--- src/rtl/fpu_wb_cmd_queue_pkg.sv ---
// Shared definitions for the FPU wishbone command queue: register map,
// STATUS/CTRL bit positions, result entry layout and the byte-merge helper.
package fpu_wb_cmd_queue_pkg;

   localparam logic [7:0] OFF_A      = 8'h00;
   localparam logic [7:0] OFF_B      = 8'h04;
   localparam logic [7:0] OFF_C      = 8'h08;
   localparam logic [7:0] OFF_RES    = 8'h0C;
   localparam logic [7:0] OFF_FLAGS  = 8'h10;
   localparam logic [7:0] OFF_STATUS = 8'h14;
   localparam logic [7:0] OFF_CTRL   = 8'h18;
   localparam logic [7:0] OFF_OP     = 8'h1C;
   localparam logic [7:0] OFF_RM     = 8'h24;

   localparam int ST_CMD_FULL  = 16;
   localparam int ST_RES_EMPTY = 17;
   localparam int ST_CMD_OVF   = 24;
   localparam int ST_RES_UNF   = 25;
   localparam int ST_SPURIOUS  = 26;

   localparam int CTRL_IRQ_EN = 0;
   localparam int CTRL_FLUSH  = 1;

   // flags are packed MSB-first as NV,DZ,OF,UF,NX
   typedef struct packed {
      logic [4:0]  flags;
      logic [31:0] result;
   } res_entry_t;

   function automatic logic [31:0] byte_merge(input logic [31:0] old_val,
                                              input logic [31:0] new_val,
                                              input logic [3:0]  sel);
      logic [31:0] merged;
      merged = old_val;
      for (int i = 0; i < 4; i++) begin
         if (sel[i]) begin
            merged[i*8 +: 8] = new_val[i*8 +: 8];
         end else begin
            merged[i*8 +: 8] = old_val[i*8 +: 8];
         end
      end
      return merged;
   endfunction

endpackage

--- src/rtl/fpu_wb_cmd_queue_sync_fifo.sv ---
// First-word-fall-through synchronous FIFO; a push into a full FIFO is
// accepted only when a pop happens in the same cycle.
module sync_fifo #(
   parameter int WIDTH = 8,
   parameter int DEPTH = 4
) (
   input  logic                     clk,
   input  logic                     rst,
   input  logic                     clr,
   input  logic                     push,
   input  logic                     pop,
   input  logic [WIDTH-1:0]         din,
   output logic [WIDTH-1:0]         dout,
   output logic                     full,
   output logic                     empty,
   output logic [$clog2(DEPTH):0]   count
);

   localparam int AW = $clog2(DEPTH);
   localparam int CW = AW + 1;

   logic [WIDTH-1:0] mem [DEPTH];
   logic [AW-1:0]    wr_ptr;
   logic [AW-1:0]    rd_ptr;
   logic             push_ok;
   logic             pop_ok;

   assign empty   = (count == CW'(0));
   assign full    = (count == CW'(DEPTH));
   assign pop_ok  = pop & ~empty;
   assign push_ok = push & (~full | pop_ok);
   assign dout    = mem[rd_ptr];

   always_ff @(posedge clk) begin
      if (rst || clr) begin
         wr_ptr <= AW'(0);
         rd_ptr <= AW'(0);
         count  <= CW'(0);
      end else begin
         if (push_ok) begin
            wr_ptr <= wr_ptr + AW'(1);
         end
         if (pop_ok) begin
            rd_ptr <= rd_ptr + AW'(1);
         end
         case ({push_ok, pop_ok})
            2'b10:   count <= count + CW'(1);
            2'b01:   count <= count - CW'(1);
            default: count <= count;
         endcase
      end
   end

   // storage is not reset; pointers alone define validity
   always_ff @(posedge clk) begin
      if (push_ok) begin
         mem[wr_ptr] <= din;
      end
   end

endmodule

--- src/rtl/fpu_wb_cmd_queue.sv ---
// Wishbone slave front-end for the FPU: stages operands, queues committed
// commands toward the core and buffers returned results for software.
module fpu_wb_cmd_queue
   import fpu_wb_cmd_queue_pkg::*;
#(
   parameter logic [31:0] BASE_ADR  = 32'h3000_0000,
   parameter int          OP_W      = 12,
   parameter int          CMD_DEPTH = 4,
   parameter int          RES_DEPTH = 4
) (
   input  logic            wb_clk_i,
   input  logic            wb_rst_i,
   input  logic            wbs_cyc_i,
   input  logic            wbs_stb_i,
   input  logic            wbs_we_i,
   input  logic [3:0]      wbs_sel_i,
   input  logic [31:0]     wbs_adr_i,
   input  logic [31:0]     wbs_dat_i,
   output logic            wbs_ack_o,
   output logic [31:0]     wbs_dat_o,
   output logic [31:0]     fpu_a_o,
   output logic [31:0]     fpu_b_o,
   output logic [31:0]     fpu_c_o,
   output logic [2:0]      fpu_rm_o,
   output logic [OP_W-1:0] fpu_op_o,
   output logic            fpu_valid_o,
   input  logic            fpu_ready_i,
   input  logic            fpu_res_valid_i,
   input  logic [31:0]     fpu_result_i,
   input  logic [4:0]      fpu_flags_i,
   output logic            irq_o
);

   localparam int CMD_W = 96 + 3 + OP_W;
   localparam int CCW   = $clog2(CMD_DEPTH) + 1;
   localparam int RCW   = $clog2(RES_DEPTH) + 1;

   logic [31:0]     a_reg;
   logic [31:0]     b_reg;
   logic [31:0]     c_reg;
   logic [OP_W-1:0] op_reg;
   logic [2:0]      rm_reg;
   logic            irq_en;
   logic            cmd_ovf;
   logic            res_unf;
   logic            spurious;
   logic [RCW-1:0]  outstanding;

   logic [7:0]      off;
   logic            req;
   logic            wr;
   logic            rd;
   logic [31:0]     cur;
   logic [31:0]     wr_val;
   logic [31:0]     rd_val;
   logic [31:0]     status;

   logic            commit;
   logic            flush;
   logic            status_w1c;
   logic [2:0]      w1c_bits;
   logic            issue;
   logic            ret;
   logic            spur_hit;
   logic            res_rd;
   logic            res_pop;

   logic [CMD_W-1:0] cmd_din;
   logic [CMD_W-1:0] cmd_dout;
   logic             cmd_full;
   logic             cmd_empty;
   logic [CCW-1:0]   cmd_count;
   res_entry_t       res_din;
   res_entry_t       res_dout;
   logic             res_full;
   logic             res_empty;
   logic [RCW-1:0]   res_count;

   assign off = wbs_adr_i[7:0];
   // ack is held off for one cycle after each transfer so a held strobe never double-acks
   assign req = wbs_cyc_i & wbs_stb_i & (wbs_adr_i[31:8] == BASE_ADR[31:8]) & ~wbs_ack_o;
   assign wr  = req & wbs_we_i;
   assign rd  = req & ~wbs_we_i;

   always_comb begin
      status                     = 32'd0;
      status[7:0]                = 8'(cmd_count);
      status[15:8]               = 8'(res_count);
      status[ST_CMD_FULL]        = cmd_full;
      status[ST_RES_EMPTY]       = res_empty;
      status[ST_CMD_OVF]         = cmd_ovf;
      status[ST_RES_UNF]         = res_unf;
      status[ST_SPURIOUS]        = spurious;
   end

   always_comb begin
      cur    = 32'd0;
      rd_val = 32'd0;
      case (off)
         OFF_A:      begin cur = a_reg;                rd_val = cur; end
         OFF_B:      begin cur = b_reg;                rd_val = cur; end
         OFF_C:      begin cur = c_reg;                rd_val = cur; end
         OFF_OP:     begin cur = 32'(op_reg);          rd_val = cur; end
         OFF_RM:     begin cur = 32'(rm_reg);          rd_val = cur; end
         OFF_CTRL:   begin cur = 32'(irq_en);          rd_val = cur; end
         OFF_STATUS: begin cur = 32'd0;                rd_val = status; end
         OFF_RES:    begin cur = 32'd0;                rd_val = res_empty ? 32'd0 : res_dout.result; end
         OFF_FLAGS:  begin cur = 32'd0;                rd_val = res_empty ? 32'd0 : 32'(res_dout.flags); end
         default:    begin cur = 32'd0;                rd_val = 32'd0; end
      endcase
   end

   assign wr_val     = byte_merge(cur, wbs_dat_i, wbs_sel_i);
   assign commit     = wr & (off == OFF_OP) & wr_val[OP_W];
   assign flush      = wr & (off == OFF_CTRL) & wr_val[CTRL_FLUSH];
   assign status_w1c = wr & (off == OFF_STATUS);
   assign w1c_bits   = status_w1c ? (wbs_dat_i[ST_SPURIOUS:ST_CMD_OVF] & {3{wbs_sel_i[3]}}) : 3'b000;
   assign res_rd     = rd & (off == OFF_RES);
   assign res_pop    = res_rd & ~res_empty;

   // a new result is admitted only while res_count + in-flight leaves room for it
   assign fpu_valid_o = ~cmd_empty &
                        (({1'b0, res_count} + {1'b0, outstanding}) < (RCW+1)'(RES_DEPTH));
   assign issue    = fpu_valid_o & fpu_ready_i;
   assign ret      = fpu_res_valid_i & (outstanding != RCW'(0));
   assign spur_hit = fpu_res_valid_i & (outstanding == RCW'(0));

   assign cmd_din        = {a_reg, b_reg, c_reg, rm_reg, wr_val[OP_W-1:0]};
   assign res_din.flags  = fpu_flags_i;
   assign res_din.result = fpu_result_i;

   assign fpu_a_o  = fpu_valid_o ? cmd_dout[CMD_W-1 -: 32]      : 32'd0;
   assign fpu_b_o  = fpu_valid_o ? cmd_dout[CMD_W-33 -: 32]     : 32'd0;
   assign fpu_c_o  = fpu_valid_o ? cmd_dout[CMD_W-65 -: 32]     : 32'd0;
   assign fpu_rm_o = fpu_valid_o ? cmd_dout[OP_W+2:OP_W]        : 3'd0;
   assign fpu_op_o = fpu_valid_o ? cmd_dout[OP_W-1:0]           : {OP_W{1'b0}};

   sync_fifo #(.WIDTH(CMD_W), .DEPTH(CMD_DEPTH)) u_cmd_fifo (
      .clk   (wb_clk_i),
      .rst   (wb_rst_i),
      .clr   (flush),
      .push  (commit),
      .pop   (issue),
      .din   (cmd_din),
      .dout  (cmd_dout),
      .full  (cmd_full),
      .empty (cmd_empty),
      .count (cmd_count)
   );

   sync_fifo #(.WIDTH(37), .DEPTH(RES_DEPTH)) u_res_fifo (
      .clk   (wb_clk_i),
      .rst   (wb_rst_i),
      .clr   (flush),
      .push  (ret),
      .pop   (res_pop),
      .din   (res_din),
      .dout  (res_dout),
      .full  (res_full),
      .empty (res_empty),
      .count (res_count)
   );

   always_ff @(posedge wb_clk_i) begin
      if (wb_rst_i) begin
         wbs_ack_o <= 1'b0;
         wbs_dat_o <= 32'd0;
         irq_o     <= 1'b0;
      end else begin
         wbs_ack_o <= req;
         wbs_dat_o <= rd ? rd_val : 32'd0;
         irq_o     <= irq_en & ~res_empty;
      end
   end

   always_ff @(posedge wb_clk_i) begin
      if (wb_rst_i) begin
         a_reg  <= 32'd0;
         b_reg  <= 32'd0;
         c_reg  <= 32'd0;
         op_reg <= {OP_W{1'b0}};
         rm_reg <= 3'd0;
         irq_en <= 1'b0;
      end else if (wr) begin
         case (off)
            OFF_A:    a_reg  <= wr_val;
            OFF_B:    b_reg  <= wr_val;
            OFF_C:    c_reg  <= wr_val;
            OFF_OP:   op_reg <= wr_val[OP_W-1:0];
            OFF_RM:   rm_reg <= wr_val[2:0];
            OFF_CTRL: irq_en <= wr_val[CTRL_IRQ_EN];
            default:  a_reg  <= a_reg;
         endcase
      end else begin
         a_reg <= a_reg;
      end
   end

   // sticky error bits: write-1-clear first, a new event in the same cycle wins
   always_ff @(posedge wb_clk_i) begin
      if (wb_rst_i) begin
         cmd_ovf  <= 1'b0;
         res_unf  <= 1'b0;
         spurious <= 1'b0;
      end else begin
         cmd_ovf  <= (cmd_ovf  & ~w1c_bits[0]) | (commit & cmd_full & ~issue);
         res_unf  <= (res_unf  & ~w1c_bits[1]) | (res_rd & res_empty);
         spurious <= (spurious & ~w1c_bits[2]) | spur_hit;
      end
   end

   always_ff @(posedge wb_clk_i) begin
      if (wb_rst_i || flush) begin
         outstanding <= RCW'(0);
      end else begin
         case ({issue, ret})
            2'b10:   outstanding <= outstanding + RCW'(1);
            2'b01:   outstanding <= outstanding - RCW'(1);
            default: outstanding <= outstanding;
         endcase
      end
   end

endmodule

--- config.mk ---
export PLATFORM = sky130hd
export DESIGN_NAME = fpu_wb_cmd_queue
export DESIGN_NICKNAME = d
export VERILOG_FILES = /design/src/rtl/fpu_wb_cmd_queue_pkg.sv /design/src/rtl/fpu_wb_cmd_queue_sync_fifo.sv /design/src/rtl/fpu_wb_cmd_queue.sv
export SDC_FILE = /design/constraint.sdc
export NUM_CORES = 1
export LEC_CHECK = 0
export ABC_AREA = 1
export BUFFER_PORTS_ARGS = -buffer_cell sky130_fd_sc_hd__buf_2
export CORE_MARGIN = 2
export CORE_UTILIZATION = 40
export DETAILED_ROUTE_END_ITERATION = 16
export HOLD_SLACK_MARGIN = 0.12
export MAX_ROUTING_LAYER = met4
export PLACE_DENSITY_LB_ADDON = 0.3
export SYNTH_ARGS = -nofsm -noshare
export SYNTH_HDL_FRONTEND = slang
export SYNTH_HIERARCHICAL = 1
export SYNTH_SLANG_ARGS = --single-unit
export TNS_END_PERCENT = 100
--- constraint.sdc ---
create_clock -name wb_clk_i -period 10.71 [get_ports wb_clk_i]
set_input_delay 3.213 -clock wb_clk_i [delete_from_list [all_inputs] [get_ports wb_clk_i]]
set_output_delay 3.213 -clock wb_clk_i [all_outputs]
set_load 0.01 [all_outputs]
==> results.sh, run 1 <==
export IMPL_clockPowerShare_pct=46.3
export IMPL_cts_resized_gates=0
export IMPL_worst_slew_pin_slew_ps=1289
export IMPL_fin_util_pct=46.28
export IMPL_p_leak_nw=14.01
export IMPL_routed_wl_um=79420
export IMPL_hold_start="u_res_fifo/rd_ptr[1]"
export IMPL_wl_per_cell_um=19.43
export IMPL_rows=102
export IMPL_die_h_um=284.3
export IMPL_seq_power_share_pct=52.3
export IMPL_irDropWorstVdd_uv=140.0
export IMPL_final_hold_violation_count=0
export IMPL_combPwrFrac_pct=1.3
export IMPL_dieArea_mm2=0.08081
export IMPL_switchingPower_mw=1.191
export IMPL_die_w_um=284.3
export IMPL_numPortBuffers=257
export IMPL_endpoint_kind="primary output"
export IMPL_cts_tree="built"
export IMPL_status="completed"
export IMPL_nNetsFinal=3101
export IMPL_cts_buffers=77
export IMPL_hold_path_depth=2
export IMPL_place_congestion=0.8250
export IMPL_period_share_pct=66.20
export IMPL_clock_sinks=762
export IMPL_start_util_pct=40.49
export IMPL_areaGrowthSynthToFinish_pct=14.29
export IMPL_coreArea_mm2=0.07759
export IMPL_reg_top3="u_cmd_fifo/mem: 444 flops, u_res_fifo/mem: 148 flops"
export IMPL_drtPass1Iterations=7
export IMPL_whs_endpoint="u_res_fifo/rd_ptr[1]"
export IMPL_critPathKind="reg -> out"
export IMPL_cts_hold_buffers=0
export IMPL_drive_above_1_share_pct=17.68
export IMPL_critical_path_required_ps=7500
export IMPL_rsz0062_at_grt="no"
export IMPL_grt_max_degree=107
export IMPL_vias=20790
export IMPL_yosys_warnings=6
export IMPL_timing_rr_start="u_res_fifo/count[2]"
export IMPL_ios=258
export IMPL_p_int_mw=4.837
export IMPL_stdcell_count=4087
export IMPL_finalMaxSlewViolations=0
export IMPL_setup_tns_ps=0
export IMPL_track_usage_pct=19.94
export IMPL_period_needed_ps=7090
export IMPL_r2r_end="u_cmd_fifo/mem[0][15]"
export IMPL_maxCapViolations=0
export IMPL_regToRegSetupSlack_ps=7040
export IMPL_grt_pass1_vias=19170
export IMPL_clockBufferDepth=3
export IMPL_place_inst=3936
export IMPL_start_kind="flip-flop"
export IMPL_p_per_area_mw_per_mm2=167.8
export IMPL_drt_iter0_markers=1717
export IMPL_grt_pass1_wl_um=119700
export IMPL_crit_fanout=94
export IMPL_setup_viol=0
export IMPL_htree_levels=3
export IMPL_hp_class="reg -> reg"
export IMPL_syn_num_nets=2904
export IMPL_p_total_mw=6.028
export IMPL_vias_per_cell=5.087
export IMPL_clk_latency_ps=630
export IMPL_synthesis_area_mm2=0.03142
export IMPL_swShare_pct=19.75
export IMPL_largest_register_ffs=444
export IMPL_cts_setup_buffers=0
export IMPL_r2r_cells=7
export IMPL_slew_headroom_pct=13.43
export IMPL_drc=0
export IMPL_fmax_ghz=0.1410
export IMPL_ant_nets=0
export IMPL_clkTransAtPathRegs_ps=60
export IMPL_fin_skew_ps=19.91
export IMPL_holdWs_ps=461.9
export IMPL_avgSynthCellArea_um2=11.31
export IMPL_root_buffer="clkbuf_16"
export IMPL_top_register="u_cmd_fifo/mem"
export IMPL_syn_inst=2778
export IMPL_dp_hpwl_um=49920
export IMPL_grt_ovfl_total=0
export IMPL_antenna_found_initial=9
export IMPL_crit_arrival_ps=3880
==> worst max path at each step <==
stage / start / endpoint / cells past startpoint
after CTS: flip-flop / fpu_c_o[15] / 7
final: flip-flop / fpu_b_o[27] / 7
after detailed placement: wbs_adr_i[1] / u_cmd_fifo/mem[0][85] / 13
after global placement: wbs_adr_i[1] / u_cmd_fifo/mem[0][85] / 13
after floorplan: wbs_adr_i[25] / u_cmd_fifo/mem[0][0] / 9
after global routing: flip-flop / fpu_b_o[27] / 7
==> routing by layer <==
layer | GRT usage [%] | vias to the layer above | routed length (um)
met1 | 28.63 | 10010 | 36710
met5 | - | - | 0
met4 | 6.079 | 0 | 1898
li1 | - | 10040 | -
met3 | 3.459 | 105 | 5353
met2 | 28.87 | 643 | 35460
==> cell usage in the layout (no fill, tap or decap), types with 4 or more instances in the layout <==
master,instances
a21oi_1,97
a21oi_2,54
a22o_1,8
buf_12,4
buf_2,257
buf_4,18
bufinv_16,12
clkbuf_1,13
clkbuf_16,78
clkinv_1,13
clkinv_2,12
clkinvlp_4,4
dfxtp_1,167
diode_2,9
edfxtp_1,592
ha_1,11
inv_1,277
inv_2,6
inv_6,5
mux2i_1,6
mux2i_4,10
nand2_1,197
nand2_2,9
nand3_1,43
nand3_2,14
nand3_4,6
nand4_1,16
nor2_1,479
nor2_2,12
nor2_4,11
nor2_8,4
nor3_1,8
o21ai_0,228
o21ai_1,183
o21ai_2,5
o22ai_1,148
==> power groups by stage <==
stage | clock network (mW) | registers [mW] | logic, mW
2_1_floorplan | 0 | 3.22 | 0.0358
6_report | 2.79 | 3.15 | 0.0802
3_5_place_dp | 0 | 3.22 | 0.0804
5_1_grt | 2.96 | 3.15 | 0.0867
4_1_cts | 2.85 | 3.15 | 0.0807
3_3_place_gp | 0 | 3.22 | 0.0798
==> worst max-delay path, stage by stage, from the launching register on <==
cell and delay, ps:
dfxtp_4 860, buf_4 860, buf_4 620, o21ai_0 180, o22ai_1 320, inv_1 70
nor2_1 110, buf_2 160
==> area by class of cell <==
type,count,area (um^2)
antenna,9,22.52
clock buffer,93,2028
clock inverter,49,614.3
fill,7190,41680
inverter,287,1090
multi-input combinational,1568,8165
sequential,762,21190
tap,1040,1301
timing repair buffer,279,1501
==> stage by stage <==
stage,cell area (um^2),worst slack [ps]
CTS,35890,3574
floorplan,31420,970.0
global placement,33250,3923
detailed placement,33250,3838
finish,35910,3620
global route,35910,3254
Power figures use the tool's default switching activity.
==> run 2: changes to the inputs <==
==> constraint.sdc (replaced) <==
create_clock -name wb_clk_i -period 6.8 [get_ports wb_clk_i]
set_input_delay 2.04 -clock wb_clk_i [delete_from_list [all_inputs] [get_ports wb_clk_i]]
set_output_delay 2.04 -clock wb_clk_i [all_outputs]
set_load 0.01 [all_outputs]
==> results.sh, run 2 (same netlist as run 1, synthesis figures left out) <==
export IMPL_max_stage_delay_ps=530
export IMPL_crit_arrival_ps=3460
export IMPL_irDropWorstVdd_uv=168.3
export IMPL_cpMostUsedCell="buf_4"
export IMPL_critPathKind="reg -> out"
export IMPL_critical_path_required_ps=4760
export IMPL_path_cells="clkinv_2, buf_4, buf_4, o21ai_1, o22ai_1, inv_1, nor2_1, buf_2"
export IMPL_layout_common_cells="edfxtp_1, nor2_1, inv_1, buf_2, o21ai_0"
export IMPL_period_needed_ps=5495
export IMPL_vias=20810
export IMPL_holdWs_ps=473.2
export IMPL_areaGrowthSynthToFinish_pct=14.25
export IMPL_routed_wl_um=79510
export IMPL_fmax_ghz=0.1820
export IMPL_clkTransAtPathRegs_ps=60
export IMPL_finalMaxSlewViolations=0
export IMPL_r2r_cells=9
export IMPL_grt_pass1_wl_um=119200
export IMPL_drc=0
export IMPL_coreArea_mm2=0.07759
export IMPL_period_share_pct=80.81
export IMPL_top_register="u_cmd_fifo/mem"
export IMPL_nNetsFinal=3107
export IMPL_multi_input_area_mm2=0.008165
export IMPL_ios=258
export IMPL_slowest_stage="clkinv_2"
export IMPL_clockBufferDepth=3
export IMPL_maxCapViolations=0
export IMPL_drt_iter0_markers=1809
export IMPL_clk_latency_ps=620
export IMPL_slew_headroom_pct=10.46
export IMPL_crit_cells=8
export IMPL_status="completed"
export IMPL_place_congestion=0.8237
export IMPL_grt_pass1_vias=19230
export IMPL_grt_max_degree=223
export IMPL_die_h_um=284.3
export IMPL_largest_register_ffs=444
export IMPL_hp_class="reg -> reg"
export IMPL_grt_ovfl_total=0
export IMPL_track_usage_pct=19.79
export IMPL_rsz0062_at_grt="no"
export IMPL_antenna_found_initial=6
export IMPL_cts_resized_gates=0
export IMPL_endpoint_kind="primary output"
export IMPL_path_buf_inv=5
export IMPL_dp_hpwl_um=50890
export IMPL_setup_viol=0
export IMPL_crit_family="buffers and inverters"
export IMPL_clock_sinks=762
export IMPL_final_hold_violation_count=0
export IMPL_fin_util_pct=46.27
export IMPL_worst_slew_pin_slew_ps=1343
export IMPL_cts_tree="built"
export IMPL_setup_tns_ps=0
export IMPL_rows=102
export IMPL_wl_per_cell_um=19.45
export IMPL_htree_levels=3
export IMPL_start_kind="flip-flop"
export IMPL_final_area_mm2=0.03590
export IMPL_dieArea_mm2=0.08081
export IMPL_crit_fanout=43
export IMPL_fin_skew_ps=27.76
export IMPL_p_leak_nw=14.03
export IMPL_ant_nets=0
export IMPL_p_per_area_mw_per_mm2=259.9
export IMPL_cts_hold_buffers=0
export IMPL_die_w_um=284.3
export IMPL_drtPass1Iterations=5
export IMPL_place_area_mm2=0.03335
export IMPL_hold_path_depth=2
export IMPL_root_buffer="clkbuf_16"
export IMPL_numPortBuffers=257
export IMPL_start_util_pct=40.49
export IMPL_cts_buffers=76
export IMPL_reg_top3="u_cmd_fifo/mem: 444 flops, u_res_fifo/mem: 148 flops"
export IMPL_n_fill_cell=7200
export IMPL_vias_per_cell=5.088
export IMPL_cts_setup_buffers=0
export IMPL_drive_above_1_share_pct=17.91
export IMPL_final_common_cell="edfxtp_1"
export IMPL_area_sequential_mm2=0.02119
run 2: cell count changes in the layout (fill, tap and decap cells not counted), moves of 3 or more:
cell       before  now
buf_4          18   21
clkbuf_1       13   18
clkinv_2       12   21
bufinv_16      12    7
clkinv_1       13    5
inv_6           5    2
diode_2         9    6
buf_12          4    8
run 2: metal layers:
layer / GRT usage [%] / vias up / share of wire [%]
met4: 5.342 / 0 / 2.0
met2: 29.20 / 617 / 45
met5: - / - / 0
li1: - / 10080 / -
met3: 3.258 / 110 / 6.3
met1: 28.34 / 10000 / 47
run 2: final timing paths:
| kind | to | startpoint | slack [ps] |
|---|---|---|---|
| max reg2reg | u_cmd_fifo/mem[2][4] | u_cmd_fifo/count[1] | 3060 |
| max | fpu_c_o[30] | flip-flop | 1300 |
| min reg2reg | u_res_fifo/rd_ptr[1] | u_res_fifo/rd_ptr[1] | 470 |
| min | u_res_fifo/rd_ptr[1] | u_res_fifo/rd_ptr[1] | 470 |
run 2: power by group:
group | internal (mW) | switching, mW
sequential | 4.97 | 0.000212
clock | 2.48 | 1.76
combinational | 0.0416 | 0.0870
run 2: final cells by class:
| type | instances | area share [%] |
|---|---|---|
| sequential | 762 | 59.02 |
| multi-input combinational | 1568 | 22.75 |
| clock buffer | 102 | 5.918 |
| timing repair buffer | 286 | 4.468 |
| tap | 1040 | 3.625 |
| inverter | 287 | 3.039 |
| clock inverter | 38 | 1.140 |
| antenna | 6 | 0.04182 |
run 2: tightest hold or removal path: cells and delay by family, from the launching register on:
kind | cells | cell delay [ps]
compound gates | 1 | 70
flops | 1 | 300
buf+inv | 1 | 60
run 2: metrics by stage:
stage	total power [mW]	setup slack, ps	std cells
floorplan	5.125	-1767	2778
global placement	5.195	1397	3943
detailed placement	5.196	1383	3943
CTS	9.419	1278	4083
global route	9.598	1118	4089
finish	9.330	1305	4089
